[src/rtl/prog_freq_div.sv]
// Programmable multi-channel frequency divider: a free-running binary count plus
// NCH independently programmable tick / square-wave channels, all synchronous to clk.
module prog_freq_div #(
    parameter  int WIDTH   = 32,
    parameter  int NCH     = 4,
    parameter  int DEF_DIV = 2,
    localparam int CHW     = (NCH > 1) ? $clog2(NCH) : 1
) (
    input  logic             clk,
    input  logic             rst,
    input  logic             en,
    input  logic             sync,
    input  logic             cfg_we,
    input  logic [CHW-1:0]   cfg_ch,
    input  logic [WIDTH-1:0] cfg_div,
    output logic [WIDTH-1:0] cnt,
    output logic [NCH-1:0]   tick,
    output logic [NCH-1:0]   sq
);

    logic [WIDTH-1:0] cnt_q, cnt_d;
    logic [WIDTH-1:0] div_q [NCH];
    logic [WIDTH-1:0] div_d [NCH];
    logic [WIDTH-1:0] c_q   [NCH];
    logic [WIDTH-1:0] c_d   [NCH];
    logic [NCH-1:0]   tick_q, tick_d;
    logic [NCH-1:0]   sq_q, sq_d;
    logic             cfg_valid;

    // Writes addressed past the last channel are dropped.
    assign cfg_valid = cfg_we && (int'(cfg_ch) < NCH);

    always_comb begin
        // NOTE: every signal written here gets a default first, so no path can infer a latch.
        cnt_d = en ? cnt_q + WIDTH'(1) : cnt_q;
        for (int i = 0; i < NCH; i++) begin
            div_d[i]  = div_q[i];
            c_d[i]    = c_q[i];
            tick_d[i] = 1'b0;
            sq_d[i]   = sq_q[i];
            if (sync) begin
                c_d[i]  = '0;
                sq_d[i] = 1'b0;
            end else if (cfg_valid && (int'(cfg_ch) == i)) begin
                div_d[i] = cfg_div;
                c_d[i]   = '0;
            end else if (div_q[i] == '0) begin
                c_d[i] = '0;
            end else if (en) begin
                // ">=" lets a ratio lowered below the running phase end on the next edge.
                if (c_q[i] >= div_q[i] - WIDTH'(1)) begin
                    c_d[i]    = '0;
                    tick_d[i] = 1'b1;
                    sq_d[i]   = ~sq_q[i];
                end else begin
                    c_d[i] = c_q[i] + WIDTH'(1);
                end
            end
        end
    end

    // NOTE: sequential state uses non-blocking assignments only, so every register samples pre-edge values.
    always_ff @(posedge clk) begin
        if (rst) begin
            cnt_q  <= '0;
            tick_q <= '0;
            sq_q   <= '0;
            // NOTE: the ratio array is reset because the channels must come up dividing by DEF_DIV.
            for (int i = 0; i < NCH; i++) begin
                div_q[i] <= WIDTH'(DEF_DIV);
                c_q[i]   <= '0;
            end
        end else begin
            cnt_q  <= cnt_d;
            tick_q <= tick_d;
            sq_q   <= sq_d;
            for (int i = 0; i < NCH; i++) begin
                div_q[i] <= div_d[i];
                c_q[i]   <= c_d[i];
            end
        end
    end

    assign cnt  = cnt_q;
    assign tick = tick_q;
    assign sq   = sq_q;

endmodule

[config.mk]
export PLATFORM = sky130hd
export DESIGN_NAME = prog_freq_div
export DESIGN_NICKNAME = d
export VERILOG_FILES = /design/src/rtl/prog_freq_div.sv
export SDC_FILE = /design/constraint.sdc
export NUM_CORES = 1
export LEC_CHECK = 0
export ABC_AREA = 1
export BUFFER_PORTS_ARGS = -buffer_cell sky130_fd_sc_hd__buf_2
export CAP_MARGIN = 20
export CORE_UTILIZATION = 45
export CTS_CLUSTER_DIAMETER = 30
export DETAILED_ROUTE_END_ITERATION = 6
export GPL_ROUTABILITY_DRIVEN = 0
export GPL_TIMING_DRIVEN = 1
export PLACE_DENSITY_LB_ADDON = 0.1
export SETUP_SLACK_MARGIN = 0.2
export SYNTH_ARGS = -nofsm -noshare
export SYNTH_HDL_FRONTEND = slang
export SYNTH_SLANG_ARGS = --single-unit
export TNS_END_PERCENT = 20
[constraint.sdc]
create_clock -name clk -period 6.26 [get_ports clk]
set_clock_uncertainty 0.15 [all_clocks]
set_input_delay 1.252 -clock clk [delete_from_list [all_inputs] [get_ports clk]]
set_output_delay 1.252 -clock clk [all_outputs]
set_load 0.03 [all_outputs]
* Word-level counts from Yosys, hierarchy flattened
Memories as Yosys holds them, arrays and structs flattened.
Cells that the tools add are included.
** Storage, ports and cells
- Memory bits (read-only) :: 0
- Bits in registers :: 40
- Output and inout bits :: 40
- Latch bits :: 0
- Bits in writable memories :: 256
- Memories :: 2
** Memory list
- c_q :: words 4, width 32, read ports 4, clocked after memory_dff 0, write ports 4, line 24 : logic [WIDTH-1:0] c_q [NCH];
- div_q :: words 4, width 32, read ports 4, clocked after memory_dff 0, write ports 4, line 22 : logic [WIDTH-1:0] div_q [NCH];
** Cells by class
- Bitwise logic cells :: 21
- Reduce and logical (&&, ||, !) cells :: 18
- $mul :: 0
- Add/sub/neg operators :: 9
- Shift-type cells :: 0
- Divide/modulo/power cells :: 0
- $lt $le $gt $ge :: 4
- Mux-type cells :: 43
- Equality and inequality tests :: 3
** Operators by type and width (count)
- two-way mux 32 bit :: 36
- adder 32 x 1 -> 32 bit, second input constant :: 5
- >= comparator 32 bit :: 4
- logical NOT 32 bit :: 4
- subtractor 32 x 1 -> 32 bit, second input constant :: 4
- OR reduction 5 bit :: 4
- AND reduction 4 bit :: 4
- inverter 1 bit :: 13
- bitwise OR 1 bit :: 8
- two-way mux 1 bit :: 7
- == test 2 bit, second input constant :: 2
- logical AND 1 bit :: 4
- == test 2 x 1 -> 1 bit, second input constant :: 1
- logical NOT 2 bit :: 1
- OR reduction 2 bit :: 1

* Depth between registers and ports, before layout
- Word-level depth :: 8
- Mapped depth :: 24
- Mapped depth without buffers :: 24

* Worst setup path after synthesis
Ideal clock, no wire load.
- Kind :: register -> register
- Start point :: mem div_q[3][0]
- End point :: mem c_q[3][22]
- Data required time :: 5.996 ns
- Period minus slack after synthesis :: 3.154 ns
- Setup slack :: 3.106 ns
- Data arrival time :: 2.890 ns
- Cell stages (with the launch flop) :: 24
- Cells stage by stage :: dfxtp_1 > inv_1 > ha_1 > nand2_1 > inv_1 > nand2_1 > inv_1 > nand2_1 > nor2_2 > nand2_1 > nor2_1 > nand4_1 > xor2_1 > ha_1 > nand2_1 > nor2_1 > nand4_1 > a21oi_1 > nor2_1 > nand2_1 > nand2_1 > nand2_2 > buf_4 > nor2_1
** RTL lines (line)
- start: declaration :: 22
- end: declaration :: 24

==> summary.md <==
The top cell type by area accounts for 32.1% of the synthesized area. The worst path uses 63.2% of the clock period. Buffers added to address setup during post-CTS repair amount to 0.

The run gives 41800 sq um as the total die area. On the final layout, the worst hold slack is 350 ps. In the final design database the tool counted 2980 nets.

The cell count of the worst hold path is 2. The sequential fraction of the synthesis area is 32.1%. Cell count after synthesis: 2687. The filler cells instantiated in the layout total 3868. The tools report the via count of the first global-routing pass as 16200. The switching power share of the total works out to 22.2%. The tools report the final number of max-transition violations as 0. The average instance area after synthesis was 6.87 sq um; the count of input and output buffers was 78. Across the run, the number of max-cap violations was 0. The sink of the worst hold path was c_q[1][31]$_SDFFE_PP0P_. For the worst vdd rail ir drop, the log shows 0.000294 V. The logs give 19400 sq um for the placed cell area and 6550 ps for the critical path data required time. CTS built an H-tree with a depth of 3. The remaining global-route overflow came out at 0.

Once detail routing completed, the nets flagged for antenna violations numbered 0. The clock net sink count is 296, and the count of unresolved DRC violations after routing is 0. STA classifies the critical path startpoint as a flip-flop. By instance count, the cell type seen most on the critical path is sky130_fd_sc_hd__nand2_1. The final layout contains routed wiring with a total length of 50400 um. The data arrival time of the critical path was 4250 ps. Global routing consumed, over all layers together, 24.6% of the routing resources.

In this run, CTS created clock tree buffers numbering 80. After synthesis the netlist holds a flip-flop and latch count of 296. After synthesis, the share of flip-flops with an asynchronous set or reset is 0%.

After synthesis the cells add up to 18500 sq um. With fillers left out, the area of the finished cells amounts to 22500 sq um. Setup repair after global routing left no endpoint under its margin. Setup slack on the worst reg-to-reg path comes out at 2300 ps.

The number of buffers added to fix hold violations after cts was 0. In this run the static leakage power is 0.00962 uW. Clock latency at the later pin of the worst-skew pair: 590 ps. The origin of the critical flop-to-flop path was div_q[3][0]$_SDFFE_PP0P_. For the first-pass GRT wire length, the log shows 81900 um.

The tools report the worst hold path startpoint as c_q[1][31]$_SDFFE_PP0P_. For the area of the multi-input gates, the log shows 11000 sq um. The routed layout has 17100 vias. Entering global routing, the biggest net connects 104 pins. The run gives 1600 uW as the net switching power. 79 I/O pins were placed. The number of standard-cell rows in the floorplan is 73, and the stage delay of the slowest cell on the critical path is 460 ps. The register clock-pin slew on the reported worst setup and hold paths was 40 ps.

The proportion of power drawn by the clock network was 66.4%; the area growth from synthesis to final layout was 21.9%. The tools report the root buffer selected by CTS as sky130_fd_sc_hd__clkbuf_16. Yosys mapped the design onto 47 distinct sky130hd cell types. The HPWL after detailed placement is 37000 um. The worst setup path category was flip-flop to flip-flop. Based on the critical path, the design can be clocked at up to 0.253 GHz. Gates resized during post-CTS repair numbered 0. The floorplan step defined a core boundary enclosing 40100 sq um. Among all stages on the critical path, the largest delay is contributed by sky130_fd_sc_hd__nand2_2. The number of buffers on the longest clock path was 3; the Yosys warning count was 0. The number of synthesized flops with an enable pin came out at 0. The biggest area contributor in the post-synthesis netlist is sky130_fd_sc_hd__dfxtp_1.

After synthesis, the cell types taking the most area are sky130_fd_sc_hd__dfxtp_1 (32%), sky130_fd_sc_hd__nor2_1 (10%), sky130_fd_sc_hd__nand2_1 (9.7%). The tools report the initial antenna violation count as 1. TritonCTS built the clock tree.

For the starting density of the core, the log shows 46.0%. The horizontal extent of the die is 205 um. The prevailing post-synth register cell was sky130_fd_sc_hd__dfxtp_1.

The worst reg2reg path depth is 22. Sequential fraction of design power: 27.2%. The final hold violation count came out at 0. The share of total power dissipated in combinational logic is 6.4%. Kind of capture point of the worst setup path: a flip-flop. For this run, the detailed router's first-pass iteration total came to 5.

The post-route netlist has 11.0% of its cells at a drive strength greater than 1. Measured against its own limit, the worst slew margin works out to 43.0%. Walking the worst path, the cells encountered are inv_1 > ha_1 > nand2_1 > inv_1 > nand2_1 > inv_1 > nand2_1 > nor2_2 > nand2_1 > nor2_1 > nand4_1 > xor2_1 > ha_1 > nand2_1 > nor2_1 > nand4_1 > a21oi_1 > nor2_1 > nand2_1 > nand2_1 > nand2_2 > nor2_1. The die outline height is 205 um, and the per-cell routed wire length is 14.8 um.

Post-synthesis net count: 2867. Initial DRC count: 780. Adding up every negative setup slack in the final design gives 0 ps. Across the whole layout, storage elements account for 5930 sq um. The worst hold path class was flip-flop to flip-flop. Setup violations remaining at the end of the flow were counted as 0.

Internal power of the cells: 5600 uW. The smallest clock period supported by the final layout is computed as 3960 ps. In this run the worst path has a maximum fanout of 27. The run finished with clean final reports. At the pin with the least slew margin, the transition time is 856 ps. The endpoint identified for the worst register-to-register timing path is c_q[3][24]$_SDFFE_PP0P_.

After detailed routing, the number of vias per cell comes to 5.03. The areal power density over the cells was 320 nW/um^2.
-- flip-flops by register name, summed over array words and instances, names as in the netlist --
name,flops
c_q,128
div_q,128
cnt,32
sq,4
tick,4
-- how the worst max path moves through the flow --
stage                             start                 endpoint  slack (ps)
4_1_cts        div_q[3][0]$_SDFFE_PP0P_  c_q[3][31]$_SDFFE_PP0P_        2250
3_5_place_dp   div_q[3][0]$_SDFFE_PP0P_  c_q[3][26]$_SDFFE_PP0P_        2280
3_3_place_gp   div_q[1][0]$_SDFFE_PP0P_  c_q[1][31]$_SDFFE_PP0P_        2170
5_1_grt        div_q[3][0]$_SDFFE_PP0P_  c_q[3][24]$_SDFFE_PP0P_        1810
2_1_floorplan  div_q[3][0]$_SDFFE_PP0P_  c_q[3][22]$_SDFFE_PP0P_        3110
6_report       div_q[3][0]$_SDFFE_PP0P_  c_q[3][24]$_SDFFE_PP0P_        2300
-- logic make-up after synthesis --
kind of cell	share of synthesized area [%]
and+or+nand+nor	31.6
DFF	32.1
AOI/OAI and AO/OA	9.70
adders and majority gates	9.56
buffers and inverters	8.11
xor gates and xnor gates	8.92
-- placed cells by master, fill, tap and decap left out, drive strengths merged, types with 2 or more instances in the layout --
cell type,instances
nor3,102
xor2,149
buf,87
clkinv,15
nand3b,5
or2,5
dfxtp,296
o211ai,3
nand4,65
o21a,9
and3,3
a211oi,2
clkbuf,98
nor2,541
a21o,10
a31o,2
nor4,27
nand2,491
nand3,90
o21ai,149
o22ai,2
nor3b,3
a21oi,159
clkinvlp,10
bufinv,25
inv,333
ha,141
xnor2,39
-- area by class of cell --
cell class	instances	share of cell area, %
Sequential cell	296	26.3
Inverter	333	5.55
Clock buffer	98	9.89
Timing Repair Buffer	87	2.12
Antenna cell	1	0.0111
Clock inverter	50	4.10
Tap cell	525	2.92
Multi-Input combinational cell	2002	49.1
-- synth_stat cells, types with 9 or more instances --
cell	count
sky130_fd_sc_hd__nor3_1	91
sky130_fd_sc_hd__nor2_4	12
sky130_fd_sc_hd__a21oi_1	159
sky130_fd_sc_hd__nor4_1	27
sky130_fd_sc_hd__a21o_1	10
sky130_fd_sc_hd__nand2_2	13
sky130_fd_sc_hd__dfxtp_1	296
sky130_fd_sc_hd__xnor2_1	39
sky130_fd_sc_hd__o21a_1	9
sky130_fd_sc_hd__nand4_1	62
sky130_fd_sc_hd__nand2_1	478
sky130_fd_sc_hd__nor3_2	10
sky130_fd_sc_hd__xor2_1	149
sky130_fd_sc_hd__nor2_2	19
sky130_fd_sc_hd__inv_2	11
sky130_fd_sc_hd__o21ai_0	148
sky130_fd_sc_hd__nand3_1	81
sky130_fd_sc_hd__ha_1	141
sky130_fd_sc_hd__clkbuf_1	41
sky130_fd_sc_hd__inv_1	320
sky130_fd_sc_hd__nor2_1	510
-- per-stage QoR --
stage                     total power [uW]  worst slack, ps  util (%)  instances
after global routing                  7450             1810      56.1       3392
after floorplan                       2310             3110         -       2687
after detailed placement              2450             2280      48.3       3243
after CTS                             7260             2250      56.1       3391
after global placement                2430             2170      48.2       3242
final                                 7200             2300      56.1       3392
-- critical path: cells and delay by family (launching register included) --
family	cells	cell delay, ps
flip-flops	1	300
buffers and inverters	3	400
XOR/XNOR	1	170
AO/OA/AOI/OAI	1	150
adder cells (fa/ha/maj)	2	520
AND/OR/NAND/NOR	15	2130
-- power by group through the flow --
stage / clock (uW) / combinational, uW / sequential [uW]
floorplan: 0 / 327 / 1980
global placement: 0 / 446 / 1990
detailed placement: 0 / 457 / 1990
CTS: 4840 / 462 / 1960
global route: 4960 / 527 / 1960
finish: 4780 / 461 / 1960
-- per-layer routing --
metal / share of wire, % / global-route usage (%) / vias to the layer above
met2: 43 / 37.7 / 324
li1: - / - / 8946
met4: 3.3 / 11.1 / 0
met1: 49 / 33.6 / 7716
met5: 0 / 0 / -
met3: 4.5 / 4.30 / 92
(Power assumes the default switching activity.)
